[src/rtl/fetch_sequencer.sv]
`default_nettype none
// +----------------------------------------------------------------------+
// | fetch_sequencer: owns PC, IR and the FETCH/EXEC1/EXEC2/HALT cycle    |
// | Rev 1.0                                                              |
// +----------------------------------------------------------------------+
module fetch_sequencer #(
  parameter int                    ADDR_WIDTH = 12,
  parameter logic [ADDR_WIDTH-1:0] RESET_PC   = '0
) (
  input  logic                  clock,
  input  logic                  reset_n,
  input  logic [15:0]           instr_rdata,
  input  logic                  pc_sload,
  input  logic [ADDR_WIDTH-1:0] jump_target,
  input  logic                  sm_extra,
  input  logic                  stop,
  input  logic                  resume,
  output logic [ADDR_WIDTH-1:0] instr_addr,
  output logic [ADDR_WIDTH-1:0] pc,
  output logic [15:0]           instruction,
  output logic [1:0]            state,
  output logic                  ir_en,
  output logic                  halted,
  output logic [15:0]           retired
);

  localparam logic [1:0] c_st_fetch = 2'b00;
  localparam logic [1:0] c_st_exec1 = 2'b10;
  localparam logic [1:0] c_st_exec2 = 2'b01;
  localparam logic [1:0] c_st_halt  = 2'b11;

  logic [1:0]            r_state;
  logic [1:0]            w_state_next;
  logic [ADDR_WIDTH-1:0] r_pc;
  logic [15:0]           r_ir;
  logic [15:0]           r_retired;
  logic                  w_ir_en;
  logic                  w_halted;
  logic                  w_pc_load;
  logic                  w_retire;

  always_ff @(posedge clock or negedge reset_n) begin
    if (!reset_n) begin
      r_state <= c_st_fetch;
    end else begin
      r_state <= w_state_next;
    end
  end

  always_comb begin
    w_state_next = r_state;
    case (r_state)
      c_st_fetch: w_state_next = stop ? c_st_halt : c_st_exec1;
      c_st_exec1: begin
        if (stop)          w_state_next = c_st_halt;
        else if (sm_extra) w_state_next = c_st_exec2;
        else               w_state_next = c_st_fetch;
      end
      c_st_exec2: w_state_next = stop ? c_st_halt : c_st_fetch;
      default:    w_state_next = (resume && !stop) ? c_st_fetch : c_st_halt;
    endcase
  end

  // An instruction completes whenever an execute phase leaves for anything but EXEC2.
  always_comb begin
    w_ir_en   = 1'b0;
    w_halted  = 1'b0;
    w_pc_load = 1'b0;
    w_retire  = 1'b0;
    case (r_state)
      c_st_fetch: w_ir_en = !stop;
      c_st_exec1: begin
        w_pc_load = pc_sload;
        w_retire  = stop || !sm_extra;
      end
      c_st_exec2: begin
        w_pc_load = pc_sload;
        w_retire  = 1'b1;
      end
      default:    w_halted = 1'b1;
    endcase
  end

  always_ff @(posedge clock or negedge reset_n) begin
    if (!reset_n) begin
      r_pc      <= RESET_PC;
      r_ir      <= 16'h0000;
      r_retired <= 16'h0000;
    end else begin
      if (w_ir_en) begin
        r_ir <= instr_rdata;
        r_pc <= r_pc + ADDR_WIDTH'(1);
      end else if (w_pc_load) begin
        r_pc <= jump_target;
      end
      if (w_retire) begin
        r_retired <= r_retired + 16'd1;
      end
    end
  end

  assign instr_addr  = r_pc;
  assign pc          = r_pc;
  assign instruction = r_ir;
  assign state       = r_state;
  assign ir_en       = w_ir_en;
  assign halted      = w_halted;
  assign retired     = r_retired;

endmodule
`default_nettype wire
[config.mk]
export PLATFORM = sky130hd
export DESIGN_NAME = fetch_sequencer
export DESIGN_NICKNAME = d
export VERILOG_FILES = /design/src/rtl/fetch_sequencer.sv
export SDC_FILE = /design/constraint.sdc
export NUM_CORES = 1
export LEC_CHECK = 0
export ABC_CLOCK_PERIOD_IN_PS = 1800
export CAP_MARGIN = 25
export CELL_PAD_IN_SITES_DETAIL_PLACEMENT = 2
export CELL_PAD_IN_SITES_GLOBAL_PLACEMENT = 2
export CORE_MARGIN = 2
export CORE_UTILIZATION = 22
export CTS_CLUSTER_DIAMETER = 80
export DETAILED_ROUTE_END_ITERATION = 6
export PLACE_DENSITY = 0.81
export SLEW_MARGIN = 20
export SYNTH_ARGS = -nofsm -noshare
export SYNTH_HDL_FRONTEND = slang
export SYNTH_SLANG_ARGS = --single-unit
[constraint.sdc]
create_clock -name clock -period 1.8 [get_ports clock]
set_clock_uncertainty 0.2 [all_clocks]
set_input_delay 0.54 -clock clock [delete_from_list [all_inputs] [get_ports clock]]
set_output_delay 0.54 -clock clock [all_outputs]
set_load 0.01 [all_outputs]
==> impl_metrics.csv <==
group,metric,value,unit
status,outcome,"finished, violations left",
status,violations,"setup timing",
clock_tree,cts_tree,"done",
timing,fin_crit_sh,111.0,%
layout,area_delta_synth_final,77.83,%
clock_tree,clock_path_buffers,2,
yosys,synth_mux_area_share,0.9330,%
routing,drc,0,
yosys,synth_compound_area_share,7.903,%
timing,worst_pin_slew,0.4959,ns
die,die_w,105.8,microns
timing,layout_min_cycle_time,1.998,ns
clock_tree,htreeDepth,2,
power,p_int,3.725,mW
yosys,synthSimpleGateAreaFrac,25.25,%
global_routing,track_usage,14.75,%
yosys,synth.ff_latch_count,46,
yosys,synth.most_common_cell,"nand2_1",
place,placed_cells,478,
yosys,ys_seq_area_share,50.49,%
timing,drv_slew,0,
clock_tree,insertion_delay,0.30,ns
timing,slew_headroom,66.69,%
clock_tree,cts_buffers,5,
yosys,synth_area,0.002280,sq mm
yosys,synth.avg_cell_area,9.912,sq um
critical_path,crit_required,1.80,ns
global_routing,grt_pass1_wl,13250,microns
power,total_power,6.341,mW
layout,finalNonFillerCells,520,
global_routing,antenna_found_initial,0,
yosys,synth_fa_ha_area_share,3.293,%
die,start_util,22.38,%
timing,rsz0062_at_grt,"true",
critical_path,r2r-start,"state[1]",
layout,final_area,0.004054,sq mm
place,io_buffer_count,93,
yosys,synth_cells,230,
power,combPwrFrac,63.2,%
die,dieArea,0.01119,sq mm
yosys,ys_async_sr_fraction,100.0,%
clock_tree,clk_pin_slew_worst_paths,0.10,ns
die,rows,37,
layout,num-nets-final,423,
routing,ant_nets,0,
power,seq_power_share,26.2,%
power,pwr-share-clk,10.5,%
die,core_area,0.01018,sq mm
routing,drt_wl_total,8843,microns
critical_path,crit_fanout,5,
timing,finalHoldViolCount,0,
yosys,yosysWarnings,0,
routing,wire_per_inst,17.01,microns
clock_tree,ctsHoldBuffers,0,
yosys,yosys.cell_types.count,40,
place,dpl.hpwl,5791,microns
yosys,synth-edff-count,0,
yosys,synth_area_leaders,"dfrtp_1, nand2_1, buf_4",
die,die_h,105.8,microns
yosys,ys.flop_type,"dfrtp_1",
place,place.gp.congestion,0.7831,
critical_path,critical_path_class,"flip-flop to flip-flop",
power,switchingPower,2.615,mW
yosys,synth_top_area_cell,"dfrtp_1",
routing,dr.pass1.iters,4,
yosys,syn_nets,270,
yosys,synth-xor-area-share,5.763,%
layout,insertedDiodeCount,0,
clock_tree,clkSinkCount,46,
global_routing,grt_pass1_vias,2561,
critical_path,ff2ff_setup_slack,-0.20,ns
die,io-pin-count,94,
global_routing,grt_max_degree,47,
timing,setup_slack,-0.1975,ns
clock_tree,clockRootBuffer,"clkbuf_8",
critical_path,critPathLaunchType,"flip-flop",
global_routing,overflow,0,
min_path,hp-class,"primary input to asynchronous set/reset pin",
power,powerDensity,1564,mW/mm^2
yosys,yosysTopAreaCellShare,50.49,%
timing,timing.fmax,500.6,MHz
job,max_cap_violations,0,
yosys,synth_common_cells,"nand2_1, dfrtp_1, buf_4, nand3_1, nor2_1",
layout,drive_gt1_share,32.55,%
critical_path,crit_arrival,1.99,ns
routing,drt_iter0_drc,28,
yosys,synth_top_family_by_area,"simple AND/OR/NAND/NOR gates",
power,leakagePower,1.970,nW
routing,routed_via_density,4.431,
power,irDropWorstVdd,568.2,uV
critical_path,r2r-end,"retired[11]",
power,swShare,41.25,%
critical_path,cp-end-kind,"flip-flop",
layout,final_util,39.80,%
timing,setup_viol,18,
place,dpl-instance-area,0.003597,sq mm
critical_path,reg2reg_depth,9,
routing,vias,2304,
-- power groups by stage --
stage	Clock (mW)	Sequential, mW	Combinational, mW
after detailed placement	0	1.77	3.50
final	0.668	1.66	4.01
after floorplan	0	1.96	1.47
after global placement	0	1.74	3.34
after global routing	0.739	1.72	4.35
after CTS	0.700	1.67	3.65
-- flip-flops by register name, summed over array words and instances, names as in the netlist --
signal and flops:
state 2, instruction 16, retired 16, instr_addr 12
-- kinds of logic (layout without fill, tap and decap cells) --
logic type | Yosys count | after routing
and+or+nand+nor | 112 | 112
AOI/OAI and AO/OA | 25 | 25
buffers and inverters | 24 | 178
DFF | 46 | 46
muxes | 2 | 2
adders and majority gates | 6 | 6
xor gates and xnor gates | 15 | 15
-- per-layer routing --
metal  wire [microns]  part of all wire (%)  vias to the layer above  GRT usage [%]
li1                 -                     -                     1090              -
met1             3568                    40                     1155          17.24
met2             4858                    55                       57          27.60
met3              385                   4.4                        2          3.278
met4               31                  0.35                        0          2.820
met5                0                     0                        -              0
-- cell usage in the layout, fill, tap and decap left out, drive strengths merged, types with 2 or more instances in the layout --
cell           synthesis  layout
a211oi                 2       2
a21oi                  5       5
a311oi                 4       4
and3                   4       4
and4                   4       4
buf                   18      79
clkbuf                 0       7
clkdlybuf4s50          0      29
clkinv                 0       2
dfrtp                 46      46
dlygate4sd2            0      52
ha                     6       6
inv                    6       6
nand2                 58      58
nand2b                 3       3
nand3                 12      12
nand4                  5       5
nor2                  12      12
nor3                   7       7
nor4                   3       3
nor4b                  2       2
o21ai                  3       3
o221a                  2       2
o22ai                  5       5
xnor2                  9       9
xor2                   6       6
-- worst max-delay path by stage --
stage | start | endpoint | slack, ns | depth (start not counted)
after global routing | state[1] | retired[13] | -0.32 | 8
after floorplan | state[1] | ir_en | -0.13 | 7
after detailed placement | stop | ir_en | -0.81 | 4
after global placement | stop | ir_en | -0.82 | 4
after CTS | state[1] | retired[7] | -0.21 | 8
final | state[1] | retired[11] | -0.20 | 9
-- cell type report --
| type | instances | area (sq um) |
|---|---|---|
| clock inverter | 3 | 21.27 |
| tap | 136 | 170.2 |
| fill | 1149 | 6131 |
| timing repair buffer | 164 | 1460 |
| inverter | 6 | 27.53 |
| sequential | 46 | 1154 |
| multi-input combinational | 160 | 1152 |
| clock buffer | 5 | 68.82 |
-- metrics by stage --
stage | hold slack [ns] | worst slack, ns | setup TNS [ns]
floorplan | 0.04441 | -0.1272 | -0.1834
global placement | 0.2578 | -0.8167 | -18.46
CTS | 0.01212 | -0.2098 | -2.053
finish | 0.003337 | -0.1975 | -2.584
detailed placement | 0.2729 | -0.8122 | -19.64
global route | 0.01276 | -0.3175 | -4.163
-- worst max-delay path, cell delays in order (launching register included) --
cell and delay [ns]:
dfrtp_1 0.42, inv_2 0.09, buf_6 0.10, ha_4 0.15, buf_6 0.10, o21ai_4 0.08, nor4_4 0.38, buf_4 0.20
nand2_2 0.05, xnor2_1 0.12
-- repair_timing --
item | 4_1_cts | 5_1_grt
gates resized for setup | 118 | 19
gates cloned | 0 | 2
pin swaps | 17 | 16
setup buffers | 20 | 13
setup endpoints to repair | 87 | 33
No activity file was read; power rests on OpenSTA's default activity.
